===== config.mk =====
export PLATFORM = sky130hd
export DESIGN_NAME = riscv_mc_control
export DESIGN_NICKNAME = d
export VERILOG_FILES = /design/src/rtl/riscv_mc_control.sv
export SDC_FILE = /design/constraint.sdc
export NUM_CORES = 1
export LEC_CHECK = 0
export ABC_AREA = 1
export CAP_MARGIN = 20
export CELL_PAD_IN_SITES_DETAIL_PLACEMENT = 2
export CELL_PAD_IN_SITES_GLOBAL_PLACEMENT = 2
export CORE_MARGIN = 2
export CORE_UTILIZATION = 14
export CTS_BUF_LIST = sky130_fd_sc_hd__clkbuf_4 sky130_fd_sc_hd__clkbuf_8
export DETAILED_ROUTE_END_ITERATION = 12
export PLACE_DENSITY_LB_ADDON = 0.1
export SYNTH_ARGS = -nofsm -noshare
export SYNTH_HDL_FRONTEND = slang
export SYNTH_SLANG_ARGS = --single-unit

===== constraint.sdc =====
create_clock -name clk -period 1.3 [get_ports clk]
set_input_delay 0.13 -clock clk [delete_from_list [all_inputs] [get_ports clk]]
set_output_delay 0.13 -clock clk [all_outputs]
set_load 0.005 [all_outputs]

===== src/rtl/riscv_mc_control.sv =====
// riscv_mc_control: multi-cycle RV32I control FSM driving datapath enables, mux selects and ALU op
module riscv_mc_control (
  input  logic        clk,
  input  logic        reset,
  input  logic [31:0] instr,
  input  logic [3:0]  flags,
  output logic        PCWrite,
  output logic        AdrSrc,
  output logic        MemWrite,
  output logic        IRWrite,
  output logic        RegWrite,
  output logic [1:0]  ResultSrc,
  output logic [1:0]  ALUSrcA,
  output logic [1:0]  ALUSrcB,
  output logic [2:0]  ImmSrc,
  output logic [3:0]  ALUcontrol,
  output logic [3:0]  state
);
  typedef enum logic [3:0] {
    FETCH, DECODE, MEMADR, MEMREAD, MEMWB, MEMWRITE, EXECR, EXECI,
    ALUWB, BRANCH, JAL, JALR, JALRLINK, LUI, AUIPC
  } state_t;
  state_t cur, nxt;
  logic [6:0] op;
  logic [2:0] f3;
  logic       f7, v, c, n, z, taken, pcw, irw, mw, rw;
  logic [3:0] funct;
  logic       unused_bits;
  assign op = instr[6:0];
  assign f3 = instr[14:12];
  assign f7 = instr[30];
  assign {v, c, n, z} = flags;
  assign unused_bits = ^{instr[31], instr[29:15], instr[11:7]};
  assign state = cur;
  // write enables are killed combinationally while reset is held
  assign PCWrite  = pcw & ~reset;
  assign IRWrite  = irw & ~reset;
  assign MemWrite = mw & ~reset;
  assign RegWrite = rw & ~reset;
  // immediate format follows the opcode in every state
  always_comb
    ImmSrc = (op == 7'b0100011) ? 3'b001 :
             (op == 7'b1100011) ? 3'b010 :
             (op == 7'b1101111) ? 3'b011 :
             (op == 7'b0110111 || op == 7'b0010111) ? 3'b100 : 3'b000;
  // ALU operation for register and immediate arithmetic
  always_comb begin
    case (f3)
      3'b000:  funct = (cur == EXECR && f7) ? 4'b0001 : 4'b0000;
      3'b001:  funct = 4'b0110;
      3'b010:  funct = 4'b0101;
      3'b011:  funct = 4'b1001;
      3'b100:  funct = 4'b0100;
      3'b101:  funct = f7 ? 4'b1000 : 4'b0111;
      3'b110:  funct = 4'b0011;
      default: funct = 4'b0010;
    endcase
  end
  // branch condition from the flags of the rs1-rs2 subtraction
  always_comb begin
    case (f3)
      3'b000:  taken = z;
      3'b001:  taken = ~z;
      3'b100:  taken = n ^ v;
      3'b101:  taken = ~(n ^ v);
      3'b110:  taken = ~c;
      3'b111:  taken = c;
      default: taken = 1'b0;
    endcase
  end
  // Moore outputs and next state per state
  always_comb begin
    nxt = FETCH;
    pcw = 1'b0;
    irw = 1'b0;
    mw = 1'b0;
    rw = 1'b0;
    AdrSrc = 1'b0;
    ResultSrc = 2'b00;
    ALUSrcA = 2'b00;
    ALUSrcB = 2'b00;
    ALUcontrol = 4'b0000;
    case (cur)
      FETCH: begin
        irw = 1'b1;
        pcw = 1'b1;
        ALUSrcB = 2'b10;
        ResultSrc = 2'b10;
        nxt = DECODE;
      end
      DECODE: begin
        ALUSrcA = 2'b01;
        ALUSrcB = 2'b01;
        nxt = (op == 7'b0000011 || op == 7'b0100011) ? MEMADR :
              (op == 7'b0110011) ? EXECR :
              (op == 7'b0010011) ? EXECI :
              (op == 7'b1100011) ? BRANCH :
              (op == 7'b1101111) ? JAL :
              (op == 7'b1100111) ? JALR :
              (op == 7'b0110111) ? LUI :
              (op == 7'b0010111) ? AUIPC : FETCH;
      end
      MEMADR: begin
        ALUSrcA = 2'b10;
        ALUSrcB = 2'b01;
        nxt = (op == 7'b0000011) ? MEMREAD : MEMWRITE;
      end
      MEMREAD: begin
        AdrSrc = 1'b1;
        nxt = MEMWB;
      end
      MEMWB: begin
        ResultSrc = 2'b01;
        rw = 1'b1;
      end
      MEMWRITE: begin
        AdrSrc = 1'b1;
        mw = 1'b1;
      end
      EXECR: begin
        ALUSrcA = 2'b10;
        ALUcontrol = funct;
        nxt = ALUWB;
      end
      EXECI: begin
        ALUSrcA = 2'b10;
        ALUSrcB = 2'b01;
        ALUcontrol = funct;
        nxt = ALUWB;
      end
      ALUWB: rw = 1'b1;
      BRANCH: begin
        ALUSrcA = 2'b10;
        ALUcontrol = 4'b0001;
        pcw = taken;
      end
      JAL: begin
        ALUSrcA = 2'b01;
        ALUSrcB = 2'b10;
        pcw = 1'b1;
        nxt = ALUWB;
      end
      JALR: begin
        ALUSrcA = 2'b10;
        ALUSrcB = 2'b01;
        ResultSrc = 2'b10;
        pcw = 1'b1;
        nxt = JALRLINK;
      end
      JALRLINK: begin
        ALUSrcA = 2'b01;
        ALUSrcB = 2'b10;
        ResultSrc = 2'b10;
        rw = 1'b1;
      end
      LUI: begin
        ALUSrcA = 2'b11;
        ALUSrcB = 2'b01;
        nxt = ALUWB;
      end
      AUIPC: begin
        ALUSrcA = 2'b01;
        ALUSrcB = 2'b01;
        nxt = ALUWB;
      end
      default: ;
    endcase
  end
  // state register
  always_ff @(posedge clk)
    cur <= reset ? FETCH : nxt;
endmodule


==> impl_metrics.py <==
metrics = {
    "layout": {
        "drive_above_1_share_pct": 60.0,
        "largest_register_ffs": 4,
        "antenna-diode-count": 0,
        "area_growth_pct": 172,
        "utilization_pct": 40.1,
        "fin_nets": 310,
        "layout.cells.non_filler": 340,
        "final_area_um2": 2080,
        "multi_input_area_um2": 803,
        "regArea_um2": 95.1,
        "n_fill_cell": 612,
    },
    "sta": {
        "relSlewSlack_pct": 73.4,
        "setup_violations": 16,
        "slew_violations": 0,
        "fin_crit_ns": 1.59,
        "finalHoldViolations": 0,
        "finClkSkew_ns": 0.00303,
        "timing.fmax_ghz": 0.631,
        "fin_crit_sh_pct": 122,
        "rsz0062_at_grt": "yes",
        "fin_ws_ns": -0.285,
        "hold_slack_ns": 0.510,
        "fin_tns_setup_ns": -2.58,
        "worst_slew_pin_slew_ns": 0.397,
    },
    "worst_setup_path": {
        "crit_path_max_incr_delay_ns": 0.35,
        "cp-start-kind": "flop",
        "worstPathRequired_ns": 1.17,
        "rr_worst_depth": 9,
        "cpLargestDelayFamily": "buffers and inverters",
        "cpMostUsedCell": "nand2_2",
        "cp_num_buf_inv": 5,
        "r2r_end": "state[3]",
        "timing.rr.start": "state[3]",
        "crit_cells": 9,
        "path_max_fanout": 4,
        "cp-endpoint": "ALUSrcB[0]",
        "worstSetupStartpoint": "state[3]",
        "endpoint_kind": "primary output",
        "rrSetupSlack_ns": -0.19,
        "crit_slowest_cell": "dfxtp_4",
        "path_cells": "buf_4 -> buf_6 -> nand2_4 -> inv_4 -> nand2_2 -> nand2_2 -> inv_2 -> o2111ai_2 -> buf_2",
        "critical_path_class": "reg2out",
        "critPathArrivalTime_ns": 1.46,
    },
    "drt": {
        "vias": 1447,
        "firstDrtPassIters": 2,
        "vias_per_cell": 4.26,
        "final_antenna_net_count": 0,
        "routedWlPerCell_um": 16.6,
        "drc": 0,
        "drt_iter0_markers": 25,
        "drt-total-wl_um": 5640,
    },
    "grt": {
        "grt_max_degree": 7,
        "grt_overflow": 0,
        "antenna_found_initial": 0,
        "grt_pass1_wl_um": 8250,
        "grt_pass1_vias": 1659,
        "grt.total_usage_pct": 16.9,
    },
    "floorplanning": {
        "coreArea_um2": 5170,
        "pin_count": 60,
        "die_x_um": 77.8,
        "dieArea_um2": 6050,
        "rows": 26,
        "die_h_um": 77.8,
        "start_util_pct": 14.7,
    },
    "placement": {
        "numPortBuffers": 38,
        "routabilityCongestion": 0.837,
        "placed_cells": 311,
        "placed_area_um2": 1580,
        "hpwl_um": 3480,
    },
    "yosys": {
        "synth_fp_nets": 195,
        "synth.distinct_cells": 23,
        "syn_area_um2": 762,
        "yosysMostFrequentCell": "nand2_1",
        "synth_area_leaders": "nand2_1 26%, inv_1 15%, dfxtp_1 11%",
        "synth_top_family_by_area": "simple AND/OR/NAND/NOR gates",
        "ys.flop_type": "dfxtp_1",
        "synth_compound_area_share_pct": 17.1,
        "synthTopCellsByCount": "52 x nand2_1, 31 x inv_1, 18 x nor2_1",
        "seq_area_frac_synth_pct": 10.5,
        "yosysTopAreaCell": "nand2_1",
        "synth_top_area_share_pct": 25.6,
        "ys_seq_elements": 4,
        "syn_inst": 157,
        "yosys.area_share.simple_pct": 54.7,
        "yosys_warnings": 0,
        "synthMuxAreaShare_pct": 0,
        "synth-xor-area-share_pct": 0,
        "synth_area_per_cell_um2": 4.85,
        "yosys.area_share.adder_pct": 0,
        "async_flop_share_pct": 0,
        "synth_edf_count": 0,
    },
    "cts": {
        "cts.sinks": 4,
        "numCtsBuffers": 3,
        "cts_root_buffer": "clkbuf_8",
        "clk_latency_ns": 0.22,
        "clkTransAtPathRegs_ns": 0.03,
        "clockBufferDepth": 2,
        "cts_max_level": 1,
        "ctsHoldBuffers": 0,
        "cts_tree": "yes",
    },
    "status": {
        "outcome": "finished, violations left",
        "violations": "negative setup slack",
    },
    "power": {
        "vdd_drop_max_mv": 0.482,
        "power_density_nw_per_um2": 381,
        "leakage_nw": 1.16,
    },
    "worst_hold_path": {
        "hold_path.class": "in2reg",
    },
    "job": {
        "cap_violations": 0,
    },
}
## cells in the final DEF (no fill, tap or decap), drive strengths merged
cell type	n
nor2	23
clkdlybuf4s50	4
clkdlybuf4s15	1
o21a	2
clkbuf	6
buf	89
nand3	15
nor3	4
a31oi	2
a22oi	1
inv	35
dfxtp	4
nand4	2
dlymetal6s2s	2
o21bai	1
a21o	1
o211ai	1
nand2	52
o21ai	4
o2111ai	1
a21oi	8
dlygate4sd2	12
## worst min-delay path by stage
stage                     cells past startpoint  slack [ns]      from       end
after floorplan                               3        0.32  instr[6]  state[1]
after global placement                        4        0.71  state[0]  state[0]
after detailed placement                      4        0.72  state[0]  state[0]
after CTS                                     6        0.64  instr[4]  state[2]
after global routing                          8        0.58  instr[2]  state[2]
final                                         8        0.51  instr[2]  state[2]
## routing by layer
| layer | track usage, % | part of all wire [%] | vias to the layer above |
|---|---|---|---|
| li1 | - | - | 720 |
| met1 | 18.9 | 39 | 693 |
| met2 | 33.7 | 56 | 26 |
| met3 | 1.86 | 2.3 | 8 |
| met4 | 3.57 | 2.4 | 0 |
| met5 | 0 | 0 | - |
## report_power, final
group          switching (mW)  internal, mW
combinational           0.202         0.193
clock                  0.0683         0.198
sequential            0.00808         0.121
## stage by stage
step | power (mW) | setup slack (ns)
2_1_floorplan | 0.233 | 0.168
3_3_place_gp | 0.433 | -0.598
3_5_place_dp | 0.447 | -0.698
4_1_cts | 0.749 | -0.159
5_1_grt | 0.841 | -0.345
6_report | 0.791 | -0.285
## repair_timing
| action | in CTS | in global routing |
|---|---|---|
| buffers inserted | 22 | 9 |
| gates resized for setup | 147 | 51 |
| endpoints found under the setup margin | 26 | 23 |
| pin swaps | 21 | 24 |
## worst min-delay path, cell delays in order
cell	delay, ns
clkbuf_2	0.11
inv_1	0.09
nor2_2	0.04
nand2_2	0.06
buf_4	0.10
a21oi_1	0.05
nand2_1	0.05
a21oi_1	0.05
## layout make-up
type | instances | share of cell area, %
flip-flops and latches | 4 | 4.58
multi-input cells | 117 | 38.7
well taps | 70 | 4.22
clock buffers | 3 | 1.99
repair buffers | 111 | 43.3
inverters | 35 | 7.17
## cells by family after synthesis
family | count (synthesis)
simple gates | 96
buf+inv | 36
compound gates | 21
flops | 4
Power figures use the tool's default switching activity.
